===== src/rtl/audio_clkgen.sv =====
// Audio clock generator: free-running MCLK, framed BCLK/LRCLK with
// start/stop on frame boundaries, runtime sample-rate select, a power-on
// ready delay and single-cycle edge/frame strobes for the clk domain.
module audio_clkgen #(
  parameter int MCLK_DIV       = 4,
  parameter int BCLK_DIV       = 32,
  parameter int FRAME_BITS     = 32,
  parameter int STARTUP_CYCLES = 512
) (
  input  logic                          clk,
  input  logic                          rst_n,
  input  logic                          en,
  input  logic [1:0]                    sr_sel,
  output logic                          mclk,
  output logic                          bclk,
  output logic                          lrclk,
  output logic                          bclk_rise,
  output logic                          bclk_fall,
  output logic                          frame_start,
  output logic [$clog2(FRAME_BITS)-1:0] bit_index,
  output logic                          ready,
  output logic                          running
);

  localparam int BIW = $clog2(FRAME_BITS);
  localparam int MCW = $clog2(MCLK_DIV);
  localparam int SCW = $clog2(STARTUP_CYCLES + 1);
  // Wide enough to hold the largest divider (sr_sel = 3) itself.
  localparam int BCW = $clog2((BCLK_DIV << 3) + 1);

  localparam logic [MCW-1:0] MCLK_LAST    = MCW'(MCLK_DIV - 1);
  localparam logic [MCW-1:0] MCLK_HALF    = MCW'(MCLK_DIV / 2);
  localparam logic [SCW-1:0] STARTUP_LAST = SCW'(STARTUP_CYCLES - 1);
  localparam logic [BIW-1:0] BIT_LAST     = BIW'(FRAME_BITS - 1);
  localparam logic [BIW-1:0] BIT_HALF     = BIW'(FRAME_BITS / 2);

  typedef enum logic [1:0] {
    ST_IDLE  = 2'd0,
    ST_RUN   = 2'd1,
    ST_DRAIN = 2'd2
  } state_t;

  state_t           state_q, state_d;
  logic [MCW-1:0]   mclk_cnt_q, mclk_cnt_d;
  logic             mclk_q, mclk_d;
  logic [SCW-1:0]   start_cnt_q, start_cnt_d;
  logic             ready_q, ready_d;
  logic [BCW-1:0]   bcnt_q, bcnt_d;
  logic [1:0]       sel_q, sel_d;
  logic [BIW-1:0]   bit_q, bit_d;
  logic             bclk_q, bclk_d;
  logic             lrclk_q, lrclk_d;
  logic             rise_q, rise_d;
  logic             fall_q, fall_d;
  logic             fs_q, fs_d;
  logic             running_q, running_d;

  logic [BCW-1:0]   div_len;
  logic [BCW-1:0]   div_half;
  logic             bit_wrap;
  logic             frame_wrap;
  logic [BIW-1:0]   bit_inc;
  logic             start_frame;

  // MCLK divider and power-on startup delay (both independent of en)
  always_comb begin
    mclk_cnt_d  = (mclk_cnt_q == MCLK_LAST) ? '0 : mclk_cnt_q + 1'b1;
    mclk_d      = (mclk_cnt_d >= MCLK_HALF);
    start_cnt_d = start_cnt_q;
    ready_d     = ready_q;
    if (!ready_q) begin
      start_cnt_d = start_cnt_q + 1'b1;
      ready_d     = (start_cnt_q == STARTUP_LAST);
    end
  end

  // Divider for the frame in progress; sel_q only changes at frame start
  always_comb begin
    div_len    = BCW'(BCLK_DIV) << sel_q;
    div_half   = div_len >> 1;
    bit_wrap   = (bcnt_q == div_len - 1'b1);
    frame_wrap = bit_wrap && (bit_q == BIT_LAST);
    bit_inc    = bit_q + 1'b1;
  end

  // Frame sequencer: IDLE/RUN/DRAIN plus BCLK/LRCLK and strobe generation
  always_comb begin
    state_d     = state_q;
    bcnt_d      = bcnt_q;
    bit_d       = bit_q;
    sel_d       = sel_q;
    bclk_d      = bclk_q;
    lrclk_d     = lrclk_q;
    rise_d      = 1'b0;
    fall_d      = 1'b0;
    fs_d        = 1'b0;
    start_frame = 1'b0;
    case (state_q)
      ST_IDLE: begin
        bcnt_d  = '0;
        bit_d   = '0;
        bclk_d  = 1'b0;
        lrclk_d = 1'b0;
        if (ready_q && en) begin
          state_d     = ST_RUN;
          start_frame = 1'b1;
        end
      end
      ST_RUN, ST_DRAIN: begin
        if (frame_wrap) begin
          // A running frame always rolls over; a draining one only if en came back.
          if (state_q == ST_RUN || en) begin
            state_d     = en ? ST_RUN : ST_DRAIN;
            start_frame = 1'b1;
          end else begin
            state_d = ST_IDLE;
            bcnt_d  = '0;
            bit_d   = '0;
            bclk_d  = 1'b0;
            lrclk_d = 1'b0;
            fall_d  = 1'b1;
          end
        end else begin
          state_d = en ? ST_RUN : ST_DRAIN;
          if (bit_wrap) begin
            bcnt_d  = '0;
            bclk_d  = 1'b0;
            fall_d  = 1'b1;
            bit_d   = bit_inc;
            lrclk_d = (bit_inc >= BIT_HALF);
          end else begin
            bcnt_d = bcnt_q + 1'b1;
            if (bcnt_q + 1'b1 == div_half) begin
              bclk_d = 1'b1;
              rise_d = 1'b1;
            end
          end
        end
      end
      default: begin
        state_d = ST_IDLE;
        bcnt_d  = '0;
        bit_d   = '0;
        bclk_d  = 1'b0;
        lrclk_d = 1'b0;
      end
    endcase
    // Frame start: bit 0 begins low with a falling-edge strobe, new rate latched
    if (start_frame) begin
      bcnt_d  = '0;
      bit_d   = '0;
      bclk_d  = 1'b0;
      lrclk_d = 1'b0;
      fs_d    = 1'b1;
      fall_d  = 1'b1;
      sel_d   = sr_sel;
    end
    running_d = (state_d != ST_IDLE);
  end

  // State and output registers, cleared asynchronously
  always_ff @(posedge clk or negedge rst_n) begin
    if (!rst_n) begin
      state_q     <= ST_IDLE;
      mclk_cnt_q  <= '0;
      mclk_q      <= 1'b0;
      start_cnt_q <= '0;
      ready_q     <= 1'b0;
      bcnt_q      <= '0;
      sel_q       <= '0;
      bit_q       <= '0;
      bclk_q      <= 1'b0;
      lrclk_q     <= 1'b0;
      rise_q      <= 1'b0;
      fall_q      <= 1'b0;
      fs_q        <= 1'b0;
      running_q   <= 1'b0;
    end else begin
      state_q     <= state_d;
      mclk_cnt_q  <= mclk_cnt_d;
      mclk_q      <= mclk_d;
      start_cnt_q <= start_cnt_d;
      ready_q     <= ready_d;
      bcnt_q      <= bcnt_d;
      sel_q       <= sel_d;
      bit_q       <= bit_d;
      bclk_q      <= bclk_d;
      lrclk_q     <= lrclk_d;
      rise_q      <= rise_d;
      fall_q      <= fall_d;
      fs_q        <= fs_d;
      running_q   <= running_d;
    end
  end

  assign mclk        = mclk_q;
  assign bclk        = bclk_q;
  assign lrclk       = lrclk_q;
  assign bclk_rise   = rise_q;
  assign bclk_fall   = fall_q;
  assign frame_start = fs_q;
  assign bit_index   = bit_q;
  assign ready       = ready_q;
  assign running     = running_q;

endmodule


===== config.mk =====
export PLATFORM = sky130hd
export DESIGN_NAME = audio_clkgen
export DESIGN_NICKNAME = d
export VERILOG_FILES = /design/src/rtl/audio_clkgen.sv
export SDC_FILE = /design/constraint.sdc
export NUM_CORES = 1
export LEC_CHECK = 0
export CORE_AREA = 2 2 65 67
export CTS_CLUSTER_SIZE = 20
export DETAILED_ROUTE_END_ITERATION = 7
export DIE_AREA = 0 0 67 69
export GPL_ROUTABILITY_DRIVEN = 0
export MAX_ROUTING_LAYER = met4
export PLACE_DENSITY = 0.8
export REMOVE_ABC_BUFFERS = 1
export SETUP_SLACK_MARGIN = 0.2
export SYNTH_ARGS = -nofsm -noshare
export SYNTH_HDL_FRONTEND = slang
export SYNTH_SLANG_ARGS = --single-unit

===== constraint.sdc =====
create_clock -name clk -period 4.9 [get_ports clk]
set_input_delay 1.225 -clock clk [delete_from_list [all_inputs] [get_ports clk]]
set_output_delay 1.225 -clock clk [all_outputs]
set_load 0.05 [all_outputs]

==> Word level (Yosys, flattened, before mapping) <==
Cells that the tools add are included.
{ "word_totals": {"ff_bits": 38, "in_bits": 5, "output_inout_bits": 13, "word_cells": 81} }
{ "op_classes": {"addsub": 5, "magnitude_cmp": 2, "n_eq_ne": 10, "shifts": 1, "mux": 41, "n_reduce_logical": 8} }
{ "ops": {"columns": ["operator", "count"], "rows": [
  ["$mux 9", 5],
  ["$mux 5", 5],
  ["$mux 1", 24],
  ["$add 10x1->10 const B", 1],
  ["$eq 10x9->1 const B", 1],
  ["$mux 2", 5],
  ["$add 9x1->9 const B", 1],
  ["$eq 9x8->1", 1],
  ["$eq 9x9->1", 1],
  ["$shl 6x2->9 const A", 1],
  ["$sub 9x1->9 const B", 1],
  ["$ne 4x4->1 const B", 2],
  ["$add 5x1->5 const B", 1],
  ["$eq 5x5->1 const B", 1],
  ["$ge 5x5->1 const B", 1],
  ["$ne 5x5->1 const B", 1],
  ["$eq 2x2->1 const B", 2],
  ["$pmux 2 s2", 1],
  ["$reduce_and 2->1", 2],
  ["$add 2x1->2 const B", 1],
  ["$eq 2x1->1 const B", 1],
  ["$ge 2x2->1 const B", 1],
  ["$logic_and 1x1->1", 2],
  ["$logic_not 2->1", 1],
  ["4 further kinds", 4]
]} }

==> Longest topological paths before layout <==
Gate-level depths: netlist (run 1).
{ "logic_depth": {"word_depth": 8, "ltp_mapped": 9, "ltp_nobuf": 9} }

==> Least setup slack after synthesis (run 1) <==
No wires, ideal clock.
{ "synth_path": {"path_kind": "reg-to-reg", "from": "reg bit_q[0] (netlist: bit_index[0])", "to": "reg bcnt_q[5]", "setup_time_ns": 0.119, "arrival_time_ns": 2.136, "t_required_ns": 4.781, "slack_ns": 2.645, "stages_incl_launch_ff": 10, "n_path_buf": 0, "period_less_slack_ns": 2.255, "path_cell_list": "dfrtp_1 > ha_1 > and3_1 > ha_1 > o21a_1 > nand3_1 > nor4_2 > nor2_1 > xnor2_1 > nor2_1"} }
{ "synth_via": {"elab_chain_len": 5, "elab_cells_between_ends": 8, "classes_between": "2 x eq/ne; 5 x mux; 1 x reduce/logical"} }
{ "synth_rtl": {"columns": ["item", "line_no", "text"], "rows": [
  ["from (decl)", "50", "logic [BIW-1:0] bit_q, bit_d;"],
  ["from (signal assigned)", "186", "bit_q <= bit_d;"],
  ["$eq 5x5->1 *", "82", "frame_wrap = bit_wrap && (bit_q == BIT_LAST);"],
  ["$logic_and 1x1->1 *", "82", null],
  ["$mux 1 / $mux 9 (equally long branches)", "110", "if (frame_wrap) begin"],
  ["$pmux 1 s2 / $mux 9 (equally long branches)", "98", "case (state_q)"],
  ["$ne 4x4->1 (no source line) / $mux 9 (equally long branches)", null, null],
  ["to (signal assigned)", "184", "bcnt_q <= bcnt_d;"],
  ["to (decl)", "48", "logic [BCW-1:0] bcnt_q, bcnt_d;"]
]} }
Mark *: on every way between the ends. The rest lies on a longest branch, timed or not.
A chain may end at the register's enable or synchronous reset.

==> Final worst setup path (run 1) <==
{ "layout_path": {"from": "reg ready_q (netlist: ready)", "to": "out ready"} }
{ "layout_rtl": {"columns": ["item", "line_no", "text"], "rows": [
  ["from (decl)", "47", "logic ready_q, ready_d;"],
  ["from (signal assigned)", "183", "ready_q <= ready_d;"],
  ["to (decl)", "21", "output logic ready,"]
]} }
No word-level cell between the ends.

==> results.py, run 1 <==
metrics = {
    "status": {
        "outcome": "complete, no violations",
    },
    "synth": {
        "ys_async_sr_fraction": 1.00,
        "seq_area_frac_synth": 0.469,
        "synth-edff-count": 0,
        "syn_area_sq_um": 1920,
        "synth_top_cell_by_area": "dfrtp_1",
        "synth_top_area_frac": 0.469,
        "syn_inst": 191,
        "avgSynthCellArea_sq_um": 10.0,
        "ys_types": 45,
        "yosysWarnings": 0,
        "yosys_most_used_dff": "dfrtp_1",
        "ys_top_cells_by_area": "dfrtp_1 (47%), ha_1 (5.9%), xnor2_1 (5.0%)",
        "ys_ff_latch": 36,
    },
    "detailed_routing": {
        "vias": 1431,
        "ant_nets": 0,
        "drc": 0,
        "wire_per_inst_microns": 14.2,
        "first_pass_iters": 4,
        "viasPerCell": 5.55,
        "drtIter0Drc": 105,
        "wl_microns": 3660,
    },
    "power": {
        "p_int_uw": 526,
        "p_leak_nw": 0.954,
        "power_switching_uw": 244,
        "p_total_uw": 771,
        "switching_share": 0.317,
        "pwr-share-seq": 0.440,
        "power_density_nw_per_um2": 348,
        "clockPowerShare": 0.335,
        "vdd_drop_max_mv": 0.258,
        "p_comb_frac": 0.226,
    },
    "placement": {
        "pre_cts_ws_ns": 2.00,
        "post-place-cells": 250,
        "numPortBuffers": 17,
        "dp_hpwl_microns": 2500,
    },
    "cts": {
        "cts_resized": 0,
        "cts_tree": "done",
        "path_clk_slew_ns": 0.07,
        "cts-root-buf": "clkbuf_8",
        "clkSinkCount": 36,
        "max-clock-path-buffers": 2,
        "worstSkewPairLatency_ns": 0.29,
        "cts_buffers": 5,
        "post_cts_buffers": 0,
        "postCtsHoldBufs": 0,
        "htree_levels": 2,
    },
    "final_layout": {
        "drive_gt1_frac": 0.0962,
        "final_cells": 258,
        "final_nets": 221,
        "area_growth_pct": 15.5,
        "layout_common_cells": "dfrtp_1 (36), nor2_1 (19), nand2_1 (18)",
        "layout_commonest_cell": "dfrtp_1",
        "diodes": 0,
    },
    "timing": {
        "rsz0062_at_grt": "no",
        "worst_slew_pin_slew_ns": 0.789,
        "finalSetupViolCount": 0,
        "fin_crit_sh": 0.593,
        "fin_ws_ns": 1.99,
        "slew_headroom": 0.474,
        "fin_setup_tns_ns": 0,
        "fin_skew_ns": 0.00844,
        "slew_violations": 0,
        "finalHoldViolations": 0,
        "fmax_mhz": 344,
        "layout_min_cycle_time_ns": 2.91,
    },
    "floorplan": {
        "rows": 23,
        "coreArea_sq_um": 3910,
        "die_area_sq_um": 4620,
        "start_util": 0.490,
        "io_pins": 18,
        "die_h_microns": 69,
        "dieWidth_microns": 67,
    },
    "worst_setup_path": {
        "cp.arrival_ns": 1.68,
        "critPathMaxStageDelay_ns": 0.87,
        "critical_path_class": "register to primary output",
        "path_cells": "clkdlybuf4s50_1",
        "cp-start-kind": "register",
        "path_delay_family": "buffers and inverters",
        "worstPathRequired_ns": 3.67,
        "worstPathMaxFanout": 8,
        "crit_path_end_kind": "primary output",
        "path_buf_inv": 1,
        "critPathSlowestCell": "clkdlybuf4s50_1",
    },
    "global_routing": {
        "grt_antenna_before_repair": 0,
        "grt_start_max_net_pins": 37,
        "overflow": 0,
        "grt_pass1_wl_microns": 6440,
        "globalRouteTotalUtil": 0.188,
        "grt_pass1_vias": 1386,
    },
    "worst_hold_path": {
        "hold_path.class": "register to register",
    },
    "run": {
        "drv_cap": 0,
    },
}
## cell type report
type                    instances  area, sq um
clock buffers                   6         72.6
clock inverters                 2         35.0
fillers                       365         1700
inverters                       9         33.8
multi-input cells             138          947
flip-flops and latches         36          901
well taps                      50         62.6
repair buffers                 17          165
## synth_stat cells (2+ instances only)
| cell type | number |
|---|---|
| o31ai_1 | 2 |
| mux2i_1 | 3 |
| clkbuf_1 | 3 |
| o21ai_0 | 8 |
| nor3_1 | 4 |
| a22o_1 | 2 |
| a21o_1 | 2 |
| xnor2_1 | 11 |
| a21oi_1 | 5 |
| a311oi_1 | 2 |
| or3_4 | 2 |
| nand2_1 | 18 |
| xor2_1 | 8 |
| nand3b_1 | 2 |
| nor2_1 | 19 |
| inv_1 | 9 |
| or2_2 | 2 |
| a31oi_1 | 2 |
| a22oi_1 | 2 |
| nand4_1 | 4 |
| buf_2 | 2 |
| dfrtp_1 | 36 |
| nand3_1 | 13 |
| ha_1 | 9 |
## registers in the layout, indices dropped and copies added (netlist names)
signal       flops
start_cnt_q     10
frame_start      1
bcnt_q           9
sel_q            2
bit_index        5
ready            1
bclk_rise        1
state_q          2
bclk_fall        1
bclk             1
running          1
mclk_cnt_q       2
## routing by layer
metal	vias to the layer above	track usage	wire length [microns]
li1	701	-	-
met1	692	0.253	1690
met2	30	0.270	1740
met3	8	0.0489	154
met4	0	0.0748	75
met5	-	-	0
## power groups by stage
stage / Combinational, mW / Sequential, mW / Clock [mW]
2_1_floorplan: 0.109 / 0.355 / 0
3_3_place_gp: 0.171 / 0.345 / 0
3_5_place_dp: 0.175 / 0.345 / 0
4_1_cts: 0.175 / 0.339 / 0.265
5_1_grt: 0.198 / 0.344 / 0.277
6_report: 0.174 / 0.339 / 0.258
## cells by family (layout without fill, tap and decap cells)
kind of cell / after synthesis / after routing / share of synthesized area
simple gates: 73 / 73 / 0.202
fa+ha+maj: 9 / 9 / 0.0587
flops: 36 / 36 / 0.469
compound gates: 32 / 32 / 0.117
mux: 5 / 5 / 0.0293
xor+xnor: 19 / 19 / 0.0867
buf+inv: 17 / 34 / 0.0372
## worst paths after layout
check | from | to | slack, ns | cells past startpoint
min in group asynchronous | rst_n | bcnt_q[7] | 1.01 | 1
hold / removal | mclk_cnt_q[0] | mclk_cnt_q[0] | 0.43 | 1
setup / recovery | ready | ready | 1.99 | 1
hold reg to reg | mclk_cnt_q[0] | mclk_cnt_q[0] | 0.43 | 1
max in group asynchronous | rst_n | frame_start | 3.39 | 1
setup reg to reg | bcnt_q[0] | sel_q[1] | 2.48 | 6
## per-stage QoR
stage	utilization	instance area, sq um	hold slack (ns)
2_1_floorplan	-	1880	0.400
5_1_grt	0.566	2220	0.455
4_1_cts	0.566	2220	0.433
3_5_place_dp	0.539	2110	0.419
3_3_place_gp	0.539	2110	0.415
6_report	0.566	2220	0.431
No activity file was read; power rests on OpenSTA's default activity.
==> run 2: changes to the inputs <==
clock period = 2.9 ns   (was 4.9 ns; I/O delays follow)
==> results.py, run 2 (synthesis results as in run 1) <==
metrics = {
    "detailed_routing": {
        "first_pass_iters": 4,
        "viasPerCell": 5.47,
        "drc": 0,
        "drt-met1-wl_microns": 1720,
        "vias": 1412,
        "dr.max_layer_used": "met4",
        "drtIter0Drc": 79,
        "wire_per_inst_microns": 14.3,
        "ant_nets": 0,
        "wl_met3_microns": 145,
        "wl_microns": 3690,
        "wl_met2_microns": 1750,
    },
    "timing": {
        "fin_ws_ns": 0.484,
        "finalSetupViolCount": 0,
        "fin_crit_sh": 0.833,
        "slew_headroom": 0.464,
        "finalHoldViolations": 0,
        "fmax_mhz": 414,
        "rsz0062_at_grt": "no",
        "fin_skew_ns": 0.00197,
        "holdWs_ns": 0.433,
        "worst_slew_pin_slew_ns": 0.803,
        "slew_violations": 0,
        "fin_setup_tns_ns": 0,
        "layout_min_cycle_time_ns": 2.42,
    },
    "worst_setup_path": {
        "cp.arrival_ns": 1.69,
        "r2r_start": "bcnt_q[0]",
        "critical_path_class": "register to primary output",
        "rrSetupSlack_ns": 0.51,
        "rr_endpoint": "sel_q[1]",
        "critPathSlowestCell": "clkdlybuf4s50_1",
        "critPathLaunch": "ready",
        "path_delay_family": "buffers and inverters",
        "worstPathRequired_ns": 2.17,
        "ff2ff_path_depth": 6,
        "crit_path_end_kind": "primary output",
        "critPathMaxStageDelay_ns": 0.87,
        "path_buf_inv": 1,
        "worstPathMaxFanout": 8,
        "path_cells": "clkdlybuf4s50_1",
        "cp-start-kind": "register",
    },
    "final_layout": {
        "layout_common_cells": "dfrtp_1 (36), nor2_1 (19), nand2_1 (18)",
        "drive_gt1_frac": 0.0962,
        "diodes": 0,
        "regMostFlops": "start_cnt_q",
        "num-fill-cells": 365,
        "area_growth_pct": 15.5,
        "layout_commonest_cell": "dfrtp_1",
        "final_nets": 221,
        "largest_reg_flops": 10,
    },
    "cts": {
        "cts_tree": "done",
        "cts_resized": 0,
        "max-clock-path-buffers": 2,
        "path_clk_slew_ns": 0.07,
        "post_cts_buffers": 0,
        "postCtsHoldBufs": 0,
        "cts-root-buf": "clkbuf_8",
        "worstSkewPairLatency_ns": 0.29,
        "clkSinkCount": 36,
        "htree_levels": 2,
        "cts_buffers": 5,
    },
    "power": {
        "switching_share": 0.317,
        "p_leak_nw": 0.954,
        "power_switching_uw": 413,
        "clockPowerShare": 0.332,
        "pwr-share-seq": 0.440,
        "p_comb_frac": 0.228,
        "vdd_drop_max_mv": 0.417,
        "p_int_uw": 889,
        "power_density_nw_per_um2": 587,
    },
    "global_routing": {
        "globalRouteTotalUtil": 0.187,
        "grt_pass1_vias": 1401,
        "grt_pass1_wl_microns": 6380,
        "overflow": 0,
        "grt_antenna_before_repair": 0,
        "grt_start_max_net_pins": 37,
    },
    "placement": {
        "numPortBuffers": 17,
        "pre_cts_ws_ns": 0.542,
        "dp_hpwl_microns": 2640,
    },
    "floorplan": {
        "dieWidth_microns": 67,
        "die_h_microns": 69,
        "coreArea_sq_um": 3910,
        "io_pins": 18,
        "rows": 23,
        "start_util": 0.490,
        "die_area_sq_um": 4620,
    },
    "run": {
        "drv_cap": 0,
    },
    "worst_hold_path": {
        "whs_path_depth": 1,
        "min_from": "mclk_cnt_q[0]",
        "hold_end": "mclk_cnt_q[0]",
        "hold_path.class": "register to register",
    },
    "status": {
        "outcome": "complete, no violations",
    },
}
-- run 2: cell counts in the layout (fill, tap and decap cells not counted) --
Identical to the previous run, type by type.
-- run 2: how the worst max path moves through the flow --
stage | slack [ns] | to | cells past startpoint
floorplan | 0.64 | bcnt_q[5] | 9
global placement | 0.56 | bcnt_q[5] | 7
detailed placement | 0.54 | bcnt_q[5] | 7
CTS | 0.46 | ready | 1
global route | 0.35 | bit_index[2] | 7
finish | 0.48 | ready | 1
-- run 2: cell type report --
cell class | count | area (sq um) | area share
repair buffers | 17 | 165 | 0.0745
clock buffers | 6 | 72.6 | 0.0327
flip-flops and latches | 36 | 901 | 0.406
inverters | 9 | 33.8 | 0.0152
clock inverters | 2 | 35.0 | 0.0158
well taps | 50 | 62.6 | 0.0282
multi-input cells | 138 | 947 | 0.427
-- run 2: through the flow --
step / utilization / total power [mW] / cell area (sq um) / cells
6_report: 0.566 / 1.30 / 2220 / 258
2_1_floorplan: - / 0.785 / 1880 / 183
3_3_place_gp: 0.539 / 0.866 / 2110 / 250
4_1_cts: 0.566 / 1.31 / 2220 / 258
5_1_grt: 0.566 / 1.37 / 2220 / 258
3_5_place_dp: 0.539 / 0.880 / 2110 / 250
-- run 2: routing by layer --
| metal | vias to the layer above | track usage |
|---|---|---|
| li1 | 696 | - |
| met1 | 687 | 0.246 |
| met2 | 22 | 0.272 |
| met3 | 7 | 0.0489 |
| met4 | 0 | 0.0771 |
| met5 | - | - |
-- run 2: power groups by stage --
stage	clock [mW]	combinational, mW	sequential (mW)
after CTS	0.439	0.298	0.572
final	0.432	0.296	0.573
after global routing	0.460	0.334	0.577
after floorplan	0	0.184	0.600
after detailed placement	0	0.297	0.583
after global placement	0	0.286	0.580
